<file path="src/rtl/avalon_window_reader.sv">
// rtl/avalon_window_reader.sv - Avalon-MM read master fetching a 3x3 pixel window
//
// Purpose: turns a centre coordinate (x,y) into up to nine single-beat Avalon reads
//   and assembles the 3x3 neighbourhood into window_o, tap k at [k*DATA_W +: DATA_W],
//   taps row-major with tap 4 at the centre.
// Ports:
//   clk_i, rst_i                 clock, asynchronous active-high reset
//   start_i, x_i, y_i            fetch request for centre (x_i,y_i), sampled in IDLE
//   busy_o, done_o, window_o     status, 1-cycle completion pulse, packed window
//   avm_address_o, avm_read_o    Avalon read request (one outstanding read)
//   avm_waitrequest_i            slave stall
//   avm_readdata_i, avm_readdatavalid_i  read response
// Configuration macro: WINDOW_REPLICATE_EN
//   defined   - out-of-image taps clamp to the nearest edge pixel and are read
//   undefined - out-of-image taps are zero and never read
module avalon_window_reader #(
  parameter int IMG_W     = 64,
  parameter int IMG_H     = 64,
  parameter int DATA_W    = 8,
  parameter int ADDR_W    = 32,
  parameter int BASE_ADDR = 0,
  localparam int XW = $clog2(IMG_W),
  localparam int YW = $clog2(IMG_H)
) (
  input  logic                clk_i,
  input  logic                rst_i,
  input  logic                start_i,
  input  logic [XW-1:0]       x_i,
  input  logic [YW-1:0]       y_i,
  output logic                busy_o,
  output logic                done_o,
  output logic [9*DATA_W-1:0] window_o,
  output logic [ADDR_W-1:0]   avm_address_o,
  output logic                avm_read_o,
  input  logic                avm_waitrequest_i,
  input  logic [31:0]         avm_readdata_i,
  input  logic                avm_readdatavalid_i
);

  typedef enum logic [2:0] {
    S_IDLE, S_LOAD, S_ISSUE, S_SKIP, S_WAIT_DATA, S_DONE
  } state_t;

  // Two guard bits so x-1 and x+1 are representable as signed values.
  localparam logic signed [XW+1:0] XMAX = (XW+2)'(IMG_W - 1);
  localparam logic signed [YW+1:0] YMAX = (YW+2)'(IMG_H - 1);

  state_t                state_q, state_d;
  logic [XW-1:0]         x_q, x_d;
  logic [YW-1:0]         y_q, y_d;
  logic [3:0]            k_q, k_d;
  logic [ADDR_W-1:0]     addr_q, addr_d;
  logic [9*DATA_W-1:0]   win_q, win_d;

  logic signed [XW+1:0]  dx, tx, cx;
  logic signed [YW+1:0]  dy, ty, cy;
  logic                  skip;
  logic [ADDR_W-1:0]     tap_addr;
  logic                  unused_rdata;

  assign unused_rdata = ^avm_readdata_i;

  // Offsets and coordinates of the tap currently indexed by k_q.
  always_comb begin
    dx = '0;
    dy = '0;
    case (k_q)
      4'd0, 4'd3, 4'd6: dx = -(XW+2)'(1);
      4'd1, 4'd4, 4'd7: dx = '0;
      default:          dx = (XW+2)'(1);
    endcase
    if (k_q < 4'd3)      dy = -(YW+2)'(1);
    else if (k_q < 4'd6) dy = '0;
    else                 dy = (YW+2)'(1);
    tx = $signed({2'b00, x_q}) + dx;
    ty = $signed({2'b00, y_q}) + dy;
`ifdef WINDOW_REPLICATE_EN
    cx   = (tx < 0) ? '0 : ((tx > XMAX) ? XMAX : tx);
    cy   = (ty < 0) ? '0 : ((ty > YMAX) ? YMAX : ty);
    skip = 1'b0;
`else
    cx   = tx;
    cy   = ty;
    skip = (tx < 0) || (tx > XMAX) || (ty < 0) || (ty > YMAX);
`endif
    tap_addr = ADDR_W'(BASE_ADDR) + ADDR_W'($unsigned(cy)) * ADDR_W'(IMG_W)
             + ADDR_W'($unsigned(cx));
  end

  always_ff @(posedge clk_i or posedge rst_i) begin
    if (rst_i) begin
      state_q <= S_IDLE;
      x_q     <= '0;
      y_q     <= '0;
      k_q     <= '0;
      addr_q  <= '0;
      win_q   <= '0;
    end else begin
      state_q <= state_d;
      x_q     <= x_d;
      y_q     <= y_d;
      k_q     <= k_d;
      addr_q  <= addr_d;
      win_q   <= win_d;
    end
  end

  always_comb begin
    state_d    = state_q;
    x_d        = x_q;
    y_d        = y_q;
    k_d        = k_q;
    addr_d     = addr_q;
    win_d      = win_q;
    busy_o     = 1'b0;
    done_o     = 1'b0;
    avm_read_o = 1'b0;
    case (state_q)
      S_IDLE: begin
        if (start_i) begin
          x_d     = x_i;
          y_d     = y_i;
          k_d     = '0;
          state_d = S_LOAD;
        end
      end
      S_LOAD: begin
        busy_o = 1'b1;
        if (skip) begin
          state_d = S_SKIP;
        end else begin
          addr_d  = tap_addr;
          state_d = S_ISSUE;
        end
      end
      S_ISSUE: begin
        busy_o     = 1'b1;
        avm_read_o = 1'b1;
        if (!avm_waitrequest_i) state_d = S_WAIT_DATA;
      end
      S_WAIT_DATA, S_SKIP: begin
        busy_o = 1'b1;
        // SKIP completes unconditionally with a zero tap; WAIT_DATA waits for data.
        if (state_q == S_SKIP || avm_readdatavalid_i) begin
          win_d[int'(k_q)*DATA_W +: DATA_W] =
            (state_q == S_SKIP) ? '0 : avm_readdata_i[DATA_W-1:0];
          if (k_q == 4'd8) begin
            state_d = S_DONE;
          end else begin
            k_d     = k_q + 4'd1;
            state_d = S_LOAD;
          end
        end
      end
      S_DONE: begin
        done_o  = 1'b1;
        state_d = S_IDLE;
      end
      default: state_d = S_IDLE;
    endcase
  end

  assign avm_address_o = addr_q;
  assign window_o      = win_q;

endmodule

</file>
<file path="config.mk">
export PLATFORM = sky130hd
export DESIGN_NAME = avalon_window_reader
export DESIGN_NICKNAME = d
export VERILOG_FILES = /design/src/rtl/avalon_window_reader.sv
export SDC_FILE = /design/constraint.sdc
export NUM_CORES = 1
export LEC_CHECK = 0
export ABC_CLOCK_PERIOD_IN_PS = 4800
export BUFFER_PORTS_ARGS = -buffer_cell sky130_fd_sc_hd__buf_4
export CAP_MARGIN = 20
export CORE_MARGIN = 5
export CORE_UTILIZATION = 40
export DETAILED_ROUTE_END_ITERATION = 12
export HOLD_SLACK_MARGIN = 0.15
export PLACE_DENSITY = 0.61
export SLEW_MARGIN = 20
export SYNTH_ARGS = -nofsm -noshare
export SYNTH_HDL_FRONTEND = slang
export SYNTH_SLANG_ARGS = --single-unit
export TNS_END_PERCENT = 20
</file>
<file path="constraint.sdc">
create_clock -name clk_i -period 4.8 [get_ports clk_i]
set_clock_uncertainty 0.15 [all_clocks]
set_input_delay 0.24 -clock clk_i [delete_from_list [all_inputs] [get_ports clk_i]]
set_output_delay 0.24 -clock clk_i [all_outputs]
set_load 0.1 [all_outputs]
</file>
==> results of run 1 <==
## kinds of logic after synthesis
kind of cell    count (synthesis)  synth area share, %
flops                         106                 49.1
fa+ha+maj                      24                 5.98
mux                            26                 5.93
xor+xnor                       16                 2.60
compound gates                118                 15.0
buf+inv                        67                 6.65
other cells                     1               0.0695
simple gates                  171                 14.6
## layer usage
layer / wire length, µm / track usage, %
met5: 0 / 0
met4: 396 / 7.51
met3: 648 / 3.30
met2: 6440 / 27.9
met1: 5920 / 21.9
## path summary, 6_finish.rpt
kind	to	slack, ns
max in group asynchronous	avm_address_o[3]	2.95
setup / recovery	avm_address_o[3]	0.29
hold / removal	state_q[0]	0.31
min in group asynchronous	window_o[39]	0.41
hold reg to reg	window_o[42]	0.33
setup reg to reg	avm_address_o[3]	0.29
## what timing repair did
item,4_1_cts,5_1_grt
setup buffers,0,0
hold endpoints to repair,82,0
hold buffers,23,0
gates resized for setup,0,1
setup endpoints to repair,0,1
## layout make-up
| class | instances | area [µm²] |
|---|---|---|
| Sequential cell | 106 | 2650 |
| Timing Repair Buffer | 140 | 1110 |
| Inverter | 25 | 101 |
| Clock inverter | 6 | 67.6 |
| Clock buffer | 9 | 225 |
| Fill cell | 1244 | 6420 |
| Multi-Input combinational cell | 372 | 2450 |
| Tap cell | 176 | 220 |
## cell usage after synthesis (2+ instances only)
master                       n
sky130_fd_sc_hd__a211oi_1    3
sky130_fd_sc_hd__a21o_1      2
sky130_fd_sc_hd__a21oi_1    11
sky130_fd_sc_hd__and2_1      2
sky130_fd_sc_hd__and2_2      2
sky130_fd_sc_hd__buf_1       2
sky130_fd_sc_hd__buf_4      17
sky130_fd_sc_hd__buf_6       3
sky130_fd_sc_hd__clkbuf_1   19
sky130_fd_sc_hd__dfrtp_1   106
sky130_fd_sc_hd__fa_1        3
sky130_fd_sc_hd__ha_1       21
sky130_fd_sc_hd__inv_1      24
sky130_fd_sc_hd__mux2_2     16
sky130_fd_sc_hd__mux2_4      8
sky130_fd_sc_hd__mux2i_1     2
sky130_fd_sc_hd__nand2_1    94
sky130_fd_sc_hd__nand2b_1    6
sky130_fd_sc_hd__nand3_1    12
sky130_fd_sc_hd__nand3b_1    7
sky130_fd_sc_hd__nor2_1     18
sky130_fd_sc_hd__nor2b_1     6
sky130_fd_sc_hd__nor3_1      9
sky130_fd_sc_hd__nor4_1      2
sky130_fd_sc_hd__o21ai_0    24
sky130_fd_sc_hd__o22ai_1     2
sky130_fd_sc_hd__o31ai_1    64
sky130_fd_sc_hd__or3_1       4
sky130_fd_sc_hd__xnor2_1    11
sky130_fd_sc_hd__xor2_1      5
## critical path, cell delays in order, from the launching register on
cell and delay [ns]:
sky130_fd_sc_hd__dfrtp_1 0.51, sky130_fd_sc_hd__inv_1 0.17, sky130_fd_sc_hd__ha_1 0.27, sky130_fd_sc_hd__nor2b_1 0.26, sky130_fd_sc_hd__mux2_2 0.21, sky130_fd_sc_hd__nand2_1 0.05
sky130_fd_sc_hd__ha_1 0.22, sky130_fd_sc_hd__fa_1 0.43, sky130_fd_sc_hd__a21oi_1 0.22, sky130_fd_sc_hd__o22ai_1 0.11, sky130_fd_sc_hd__a2bb2oi_1 0.18, sky130_fd_sc_hd__or4_1 0.50
sky130_fd_sc_hd__or3_1 0.67, sky130_fd_sc_hd__mux2_4 0.43
## state kept, by name (all words and copies together) (netlist names)
name           cells
window_o          72
avm_address_o     15
x_q                6
y_q                6
k_q                4
state_q            3
## power groups by stage
stage	Combinational, mW	Clock [mW]	Sequential, mW
2_1_floorplan	1.91	0	1.76
3_3_place_gp	3.12	0	1.22
3_5_place_dp	3.20	0	1.23
4_1_cts	3.22	0.767	1.22
5_1_grt	3.50	0.800	1.24
6_report	3.21	0.748	1.21
==> Flow_metrics.wiki, run 1 <==
{| class="wikitable"
! Metric !! Value
|-
| Final instance count without filler cells || between 800 and 900
|-
| Maximum vdd ir drop || between 500 and 600 µV
|-
| Overall die height || roughly 130 µm
|-
| Setup violations, final || 0
|-
| Warning count from the yosys run || 0
|-
| Required time reported for the critical path endpoint || roughly 5 ns
|-
| Synth unique cells || 54
|-
| Number of violations reported at the end of detailed-routing iteration 0 || 260
|-
| Fraction of layout instances using a drive strength above 1 || 25.1%
|-
| First-pass GRT wire length || 21.7 mm
|-
| GRT Resource Usage Total || around 17%
|-
| Proportion of power drawn by flip-flops and latches || around a quarter
|-
| Drt via density || a little over 5
|-
| Commonest non-fill, non-tap cells in the layout || 117 x sky130_fd_sc_hd__buf_4, 106 x sky130_fd_sc_hd__dfrtp_1, 94 x sky130_fd_sc_hd__nand2_1
|-
| Largest net degree at the start of global routing || between 60 and 70
|-
| Cell area reported after detailed placement || roughly 0.0063 mm²
|-
| CTS Buf Count || 9
|-
| Lkg Pwr || ~3.3 nW
|-
| Number of primary I/O pins || roughly 160
|-
| Total non-filler cell area in the finished layout || between 0.006 and 0.007 mm²
|-
| Biggest area consumer among synthesized cells || sky130_fd_sc_hd__dfrtp_1
|-
| Net switching component of the power || ~2.6 mW
|-
| Worst-case reg-to-reg path depth || 13
|-
| Startpoint kind of the worst setup timing path || register
|-
| Cell Count Post-Placement || 796
|-
| Share of power burned in combinational logic || between 60% and 70%
|-
| Cell Pwr Density || between 700 and 800 mW/mm²
|-
| Area grow syn2layout || 26.5%
|-
| Minimum setup slack after placement || between 0.2 and 0.3 ns
|-
| Number of standard cells after synthesis || 529
|-
| Clk sinks || around 110
|-
| Hold Path Origin || start_i
|-
| Register bit total from synthesis || 106
|-
| CTS clock-pin slew for the worst setup and hold paths || around 0.07 ns
|-
| Ratio of final minimum period to clock period || about 94%
|-
| Router iterations before antenna repair || 4
|-
| Category of the worst setup path capture point || register
|-
| Main flop type after synthesis || sky130_fd_sc_hd__dfrtp_1
|-
| Crit path arrival time || 4.59 ns
|-
| Count of buffers from port buffering || 114
|-
| Clock latency on the worst-skew pair || between 0.3 and 0.4 ns
|-
| Total of max-cap violations || 0
|-
| Minimum clock period after layout || roughly 4.5 ns
|-
| Worst Hold Slack || 0.307 ns
|-
| Worst Tran Pin Value || between 0.8 and 0.9 ns
|-
| Launching point of the worst reg2reg path || k_q[0]
|-
| Die X || around 130 µm
|-
| Final Slew Violations || 0
|-
| Layout net count || 727
|-
| Average instance area after synthesis || 10.2 µm²
|-
| Worst Hold Class || in2reg
|-
| Achievable Freq || about 0.22 GHz
|-
| Initial antenna violation count || 0
|-
| DIE AREA || between 0.015 and 0.02 mm²
|-
| Most frequent standard cell in the layout excluding fill and tap cells || sky130_fd_sc_hd__buf_4
|-
| Fraction of post-synthesis cell area in the top cell type by area || approximately half
|-
| Diodes inserted || 0
|-
| RSZ-0062 raised after global routing || false
|-
| Worst-case clock buffer depth || 2
|-
| Crit path from || k_q[0]
|-
| Max-Slew Margin vs Limit || a little under half
|-
| Sequential share of the synthesized area || ~49%
|-
| Switching part of the total power || between 50% and 60%
|-
| Final-layout setup total negative slack || 0 ns
|-
| Placeable core region || 0.0132 mm²
|-
| Class of the most critical setup path || reg2reg
|-
| Initial core utilization || approximately two fifths
|-
| Pint || 2.55 mW
|-
| Clock tree from TritonCTS || yes
|-
| Total via count in the routed design || approximately 4300
|-
| Area contributors post-synth || sky130_fd_sc_hd__dfrtp_1 49%, sky130_fd_sc_hd__o31ai_1 8.9%, sky130_fd_sc_hd__nand2_1 6.5%, sky130_fd_sc_hd__ha_1 4.9%, sky130_fd_sc_hd__mux2_2 3.3%
|-
| Worst Slack Setup Final || slightly below 0.3 ns
|-
| GP Congestion || 0.881
|-
| Number of DRC violations after detailed routing || 0
|-
| Cell row count || 42
|-
| Cell depth of the worst hold path || 4
|-
| Total power draw || 5.17 mW
|-
| Via count of the first global-routing pass || around 4200
|-
| Number of levels the H-tree was split into || 3
|-
| Buffer type at the clock tree root || sky130_fd_sc_hd__clkbuf_16
|-
| Remaining antenna violation count || 0
|-
| Cell area after synthesis || 0.00540 mm²
|-
| Placed wire-length estimate || around 9.6 mm
|-
| Proportion of synthesized flip-flops having asynchronous set or reset || 100%
|-
| Fraction of power consumed by the clock network || 14.5%
|-
| Wire length reported by the detailed router || roughly 13 mm
|-
| Number of enable flip-flop cells after synthesis || 0
|-
| Average wire per standard cell || 16.1 µm
|-
| Run status || finished, final reports clean
|-
| Finished Core Util || approximately half
|-
| Count of final hold-check violations || 0
|-
| Total gr overflow || 0
|-
| Maximum fanout encountered on the critical timing path || 15
|}
No activity file was read; power rests on OpenSTA's default activity.
==> run 2, diff against run 1 <==
--- a/config.mk
+++ b/config.mk
@@ -12,7 +12,7 @@
 export CORE_UTILIZATION = 40
 export DETAILED_ROUTE_END_ITERATION = 12
 export HOLD_SLACK_MARGIN = 0.15
-export PLACE_DENSITY = 0.61
+export PLACE_DENSITY_LB_ADDON = 0.12
 export SLEW_MARGIN = 20
 export SYNTH_ARGS = -nofsm -noshare
 export SYNTH_HDL_FRONTEND = slang
==> run 2 against run 1 <==
  * Global-route usage decreased by 0.18 points
  * Core utilization rose by 0.44 points
  * Non-clock buffer count stayed put
  * Sequential cell count is the same
  * Critical endpoint is now avm_address_o[0]
  * Worst hold slack improved by 0.0097 ns
  * Power is 2.3% higher
  * Sequential power barely moved
  * Combinational power is essentially flat
  * Critical path type unchanged
==> Flow_metrics.wiki, run 2 (synthesized netlist as in run 1, its figures left out) <==
{| class="wikitable"
! Metric !! Value
|-
| Run status || finished, final reports clean
|-
| Cell Count Post-Placement || around 800
|-
| First-pass GRT wire length || around 22 mm
|-
| Final instance count without filler cells || 835
|-
| Number of DRC violations after detailed routing || 0
|-
| Minimum clock period after layout || between 4 and 5 ns
|-
| Final Slew Violations || 0
|-
| Initial core utilization || 40.8%
|-
| Maximum fanout encountered on the critical timing path || 15
|-
| Clock tree from TritonCTS || yes
|-
| DIE AREA || ~0.016 mm²
|-
| Ratio of final minimum period to clock period || between 90% and 100%
|-
| Total gr overflow || 0
|-
| Placed wire-length estimate || just under 10 mm
|-
| Maximum vdd ir drop || about 570 µV
|-
| Critical path's largest stage delay || 0.66 ns
|-
| Class of the most critical setup path || reg2reg
|-
| Worst Tran Pin Value || 0.807 ns
|-
| Achievable Freq || 0.228 GHz
|-
| Router iterations before antenna repair || 4
|-
| Worst Hold Class || in2reg
|-
| Fraction of layout instances using a drive strength above 1 || approximately 25%
|-
| Drt via density || between 5 and 6
|-
| Buffer type at the clock tree root || sky130_fd_sc_hd__clkbuf_16
|-
| Worst-case clock buffer depth || 2
|-
| Number of primary I/O pins || ~160
|-
| Initial antenna violation count || 0
|-
| Crit path max-delay cell type || sky130_fd_sc_hd__or3_1
|-
| Startpoint kind of the worst setup timing path || register
|-
| Total via count in the routed design || ~4200
|-
| Placeable core region || roughly 0.013 mm²
|-
| Setup violations, final || 0
|-
| Most frequent standard cell in the layout excluding fill and tap cells || sky130_fd_sc_hd__buf_4
|-
| Finished Core Util || 52.0%
|-
| Clock latency on the worst-skew pair || 0.34 ns
|-
| Area grow syn2layout || 27.6%
|-
| Number of violations reported at the end of detailed-routing iteration 0 || between 300 and 400
|-
| Final-layout setup total negative slack || 0 ns
|-
| Cell Pwr Density || a little under 800 mW/mm²
|-
| Number of levels the H-tree was split into || 3
|-
| Remaining antenna violation count || 0
|-
| Max-Slew Margin vs Limit || around 46%
|-
| List of cells traversed by the critical path || inv_1 -> ha_1 -> nor3_1 -> nor3_1 -> buf_4 -> ha_1 -> a2111oi_0 -> a2bb2oi_2 -> or4_1 -> or3_1 -> mux2_4
|-
| Number of flip-flops in the largest register || 72
|-
| Overall die height || approximately 130 µm
|-
| Largest net degree at the start of global routing || 55
|-
| Average wire per standard cell || 15.9 µm
|-
| Count of buffers from port buffering || about 110
|-
| Layout net count || 727
|-
| Clk sinks || approximately 110
|-
| Commonest non-fill, non-tap cells in the layout || 117 x sky130_fd_sc_hd__buf_4, 105 x sky130_fd_sc_hd__dfrtp_1, 94 x sky130_fd_sc_hd__nand2_1
|-
| GRT Resource Usage Total || between 10% and 20%
|-
| Category of the worst setup path capture point || register
|-
| Die X || roughly 130 µm
|-
| Wire length reported by the detailed router || about 13 mm
|-
| CTS Buf Count || 9
|-
| Lkg Pwr || 3.30 nW
|-
| GP Congestion || between 0.8 and 0.9
|-
| Diodes inserted || 0
|-
| Crit path arrival time || 4.47 ns
|-
| CTS clock-pin slew for the worst setup and hold paths || 0.07 ns
|-
| Cell row count || 42
|-
| Total of max-cap violations || 0
|-
| Via count of the first global-routing pass || ~4300
|-
| Required time reported for the critical path endpoint || around 4.9 ns
|-
| RSZ-0062 raised after global routing || false
|-
| Count of final hold-check violations || 0
|}
-- run 2: cell count changes in the layout (fill, tap and decap cells not counted) --
cell | previous run | this run
sky130_fd_sc_hd__a2bb2oi_2 | 0 | 1
sky130_fd_sc_hd__dfrtp_2 | 0 | 1
sky130_fd_sc_hd__inv_6 | 0 | 1
sky130_fd_sc_hd__clkinvlp_4 | 1 | 0
sky130_fd_sc_hd__clkinv_2 | 2 | 1
sky130_fd_sc_hd__dfrtp_1 | 106 | 105
sky130_fd_sc_hd__a2bb2oi_1 | 1 | 0
sky130_fd_sc_hd__a211oi_2 | 1 | 0
sky130_fd_sc_hd__a211oi_1 | 2 | 3
sky130_fd_sc_hd__bufinv_16 | 1 | 3
-- run 2: cell type report --
cell class | instances | area, µm²
clock inverters | 7 | 124
flip-flops and latches | 106 | 2650
repair buffers | 140 | 1110
inverters | 25 | 101
multi-input cells | 372 | 2450
well taps | 176 | 220
clock buffers | 9 | 225
fillers | 1253 | 6360
-- run 2: timing repair --
item                                    4_1_cts  5_1_grt
resized for setup                             0        2
endpoints found under the setup margin        0        1
endpoints found under the hold margin        75        0
setup buffers                                 0        0
hold buffers                                 23        0
-- run 2: critical path, delay by kind of cell, from the launching register on --
kind	cells	cell delay [ns]
compound gates	2	0.71
fa+ha+maj	2	0.62
buf+inv	2	0.32
flops	1	0.48
mux	1	0.42
simple gates	4	1.55
-- run 2: path summary, 6_finish.rpt --
check | startpoint | to | slack, ns | cells after the start
setup reg to reg | k_q[1] | avm_address_o[0] | 0.41 | 11
min in group asynchronous | rst_i | window_o[37] | 0.42 | 3
hold reg to reg | window_o[50] | window_o[50] | 0.33 | 2
max in group asynchronous | rst_i | window_o[20] | 2.97 | 4
setup / recovery | k_q[1] | avm_address_o[0] | 0.41 | 11
hold / removal | start_i | state_q[0] | 0.32 | 4
-- run 2: routing by layer --
metal  track usage, %  wire (µm)  up-vias
met3             3.56        638       18
met1             21.7       5930     2016
met2             27.8       6450      123
li1                 -          -     2080
met4             6.44        236        0
met5                0          0        -
-- run 2: power by group --
group	internal, mW	leakage (nW)	switching [mW]
combinational	1.08	1.74	2.13
clock	0.516	0.172	0.340
sequential	1.06	1.38	0.151
total	2.66	3.30	2.62
-- run 2: stage by stage --
stage	hold slack [ns]	power [mW]	setup slack [ns]	instance area, µm²
CTS	0.296	5.31	0.270	6880
global route	0.358	5.65	0.0874	6890
floorplan	0.198	3.67	0.640	5460
detailed placement	0.263	4.42	0.296	6300
finish	0.317	5.29	0.411	6890
global placement	0.254	4.35	0.419	6300
==> run 3, diff against run 2 <==
--- a/config.mk
+++ b/config.mk
@@ -6,11 +6,11 @@
 export NUM_CORES = 1
 export LEC_CHECK = 0
 export ABC_CLOCK_PERIOD_IN_PS = 4800
-export BUFFER_PORTS_ARGS = -buffer_cell sky130_fd_sc_hd__buf_4
 export CAP_MARGIN = 20
 export CORE_MARGIN = 5
 export CORE_UTILIZATION = 40
 export DETAILED_ROUTE_END_ITERATION = 12
+export DONT_BUFFER_PORTS = 1
 export HOLD_SLACK_MARGIN = 0.15
 export PLACE_DENSITY_LB_ADDON = 0.12
 export SLEW_MARGIN = 20
==> run 3 against run 2 <==
  * Worst setup slack worse by 0.014 ns
  * Core utilization down 6.6 points
  * Critical endpoint is now avm_address_o[2]
  * Via count down 10%
==> Flow_metrics.wiki, run 3 (synthesized netlist as in run 1, its figures left out) <==
{| class="wikitable"
! Metric !! Value
|-
| GP Congestion || about 0.88
|-
| GRT Resource Usage Total || 16.3%
|-
| Startpoint kind of the worst setup timing path || register
|-
| Total via count in the routed design || around 3800
|-
| DIE AREA || ~0.016 mm²
|-
| Share of power burned in combinational logic || between 40% and 50%
|-
| Worst Tran Pin Value || ~1.1 ns
|-
| Number of DRC violations after detailed routing || 0
|-
| CTS Buf Count || 9
|-
| Number of violations reported at the end of detailed-routing iteration 0 || about 280
|-
| Number of primary I/O pins || between 150 and 200
|-
| Cell Count Post-Placement || a little under 700
|-
| Clk sinks || 106
|-
| Worst Hold Class || in2reg
|-
| Buffer type at the clock tree root || sky130_fd_sc_hd__clkbuf_16
|-
| Required time reported for the critical path endpoint || a little under 5 ns
|-
| Worst-case clock buffer depth || 2
|-
| Total of max-cap violations || 0
|-
| Number of buffers added for setup after CTS || 0
|-
| Overall die height || ~130 µm
|-
| Finished Core Util || approximately 45%
|-
| Max-Slew Margin vs Limit || 25.4%
|-
| Via count of the first global-routing pass || ~3700
|-
| Final Slew Violations || 0
|-
| Fraction of layout instances using a drive strength above 1 || between 10% and 20%
|-
| Commonest non-fill, non-tap cells in the layout || 106 x sky130_fd_sc_hd__dfrtp_1, 94 x sky130_fd_sc_hd__nand2_1, 64 x sky130_fd_sc_hd__o31ai_1
|-
| Largest net degree at the start of global routing || 60
|-
| Launching point of the worst reg2reg path || k_q[0]
|-
| First-pass GRT wire length || 20.6 mm
|-
| Drt via density || approximately 5.3
|-
| Class of the most critical setup path || reg2reg
|-
| Clock latency on the worst-skew pair || about 0.35 ns
|-
| Setup violations, final || 0
|-
| Die X || 126 µm
|-
| Layout net count || a little over 600
|-
| Category of the worst setup path capture point || register
|-
| Most frequent standard cell in the layout excluding fill and tap cells || sky130_fd_sc_hd__dfrtp_1
|-
| Cell Pwr Density || roughly 830 mW/mm²
|-
| Run status || finished, final reports clean
|-
| Diodes inserted || 0
|-
| Placed wire-length estimate || between 9 and 10 mm
|-
| Remaining antenna violation count || 0
|-
| Hold Path Origin || avm_readdata_i[5]
|-
| Maximum fanout encountered on the critical timing path || 15
|-
| Minimum setup slack after placement || between 0.2 and 0.25 ns
|-
| Crit path arrival time || roughly 4.5 ns
|-
| Area grow syn2layout || 11.4%
|-
| Average wire per standard cell || between 15 and 20 µm
|-
| Cell row count || between 40 and 50
|-
| Proportion of power drawn by flip-flops and latches || around two fifths
|-
| Placeable core region || 0.0132 mm²
|-
| Crit path from || k_q[0]
|-
| Router iterations before antenna repair || 5
|-
| Initial core utilization || 40.8%
|-
| Net switching component of the power || about 2.6 mW
|-
| Achievable Freq || 0.227 GHz
|-
| Total gr overflow || 0
|-
| RSZ-0062 raised after global routing || false
|-
| Count of buffers from port buffering || 0
|-
| Fraction of power consumed by the clock network || roughly 15%
|-
| Number of flip-flops in the largest register || 72
|-
| Pint || 2.42 mW
|-
| Final-layout setup total negative slack || 0 ns
|-
| Switching part of the total power || about half
|-
| Final instance count without filler cells || just over 700
|-
| Clock tree from TritonCTS || yes
|-
| Worst Slack Setup Final || 0.397 ns
|-
| Wire length reported by the detailed router || ~13 mm
|-
| Count of final hold-check violations || 0
|-
| Lkg Pwr || ~2.7 nW
|-
| Maximum vdd ir drop || 651 µV
|-
| Ratio of final minimum period to clock period || about 92%
|-
| CTS clock-pin slew for the worst setup and hold paths || around 0.07 ns
|-
| Number of levels the H-tree was split into || 3
|-
| Initial antenna violation count || 1
|-
| Minimum clock period after layout || 4.40 ns
|}
==> run 3: power groups by stage <==
stage	Sequential, mW	Combinational (mW)	Clock (mW)
global placement	1.94	2.27	0
CTS	1.92	2.35	0.777
finish	1.92	2.33	0.749
detailed placement	1.94	2.31	0
global route	1.95	2.62	0.813
floorplan	1.76	1.91	0
==> run 3: path summary, 6_finish.rpt <==
kind,to,slack [ns],cells after the start
max,avm_address_o[2],0.40,11
min,window_o[5],0.15,2
max reg2reg,avm_address_o[2],0.40,11
min reg2reg,x_q[0],0.37,1
max in group asynchronous,avm_address_o[1],3.06,3
min in group asynchronous,window_o[37],0.32,2
==> run 3: layer usage <==
layer | share of wire, % | wire [µm] | track usage (%) | vias to the layer above
li1 | - | - | - | 1855
met4 | 1.2 | 159 | 4.48 | 2
met1 | 43 | 5460 | 20.2 | 1835
met5 | 0.086 | 11 | 0 | -
met2 | 48 | 6180 | 26.7 | 101
met3 | 7.5 | 965 | 6.39 | 15
==> run 3: worst max-delay path, cell delays in order (launching register included) <==
cell and delay [ns]:
sky130_fd_sc_hd__dfrtp_1 0.50, sky130_fd_sc_hd__inv_1 0.15, sky130_fd_sc_hd__ha_1 0.33, sky130_fd_sc_hd__nor3_2 0.25, sky130_fd_sc_hd__nor3_1 0.08, sky130_fd_sc_hd__buf_4 0.19, sky130_fd_sc_hd__ha_1 0.34, sky130_fd_sc_hd__a2111oi_0 0.56
sky130_fd_sc_hd__a2bb2oi_2 0.16, sky130_fd_sc_hd__or4_1 0.50, sky130_fd_sc_hd__or3_1 0.66, sky130_fd_sc_hd__mux2_4 0.42
==> run 3: layout make-up <==
| cell class | instances | area (µm²) |
|---|---|---|
| fill | 1330 | 7230 |
| sequential | 106 | 2650 |
| multi-input combinational | 372 | 2480 |
| timing repair buffer | 27 | 263 |
| clock buffer | 11 | 233 |
| tap | 176 | 220 |
| inverter | 25 | 101 |
| clock inverter | 5 | 63.8 |
==> run 3: metrics by stage <==
| step | area [µm²] | power (mW) | hold slack, ns |
|---|---|---|---|
| after floorplan | 5460 | 3.67 | 0.198 |
| after global placement | 5460 | 4.20 | 0.127 |
| after detailed placement | 5460 | 4.25 | 0.139 |
| after CTS | 6000 | 5.05 | 0.157 |
| after global routing | 6010 | 5.38 | 0.192 |
| final | 6010 | 5.00 | 0.149 |
==> run 3: repair_timing <==
| item | in CTS | in global routing |
|---|---|---|
| hold buffers | 24 | 0 |
| endpoints found under the hold margin | 81 | 0 |
| setup endpoints to repair | 0 | 1 |
| resized for setup | 0 | 3 |
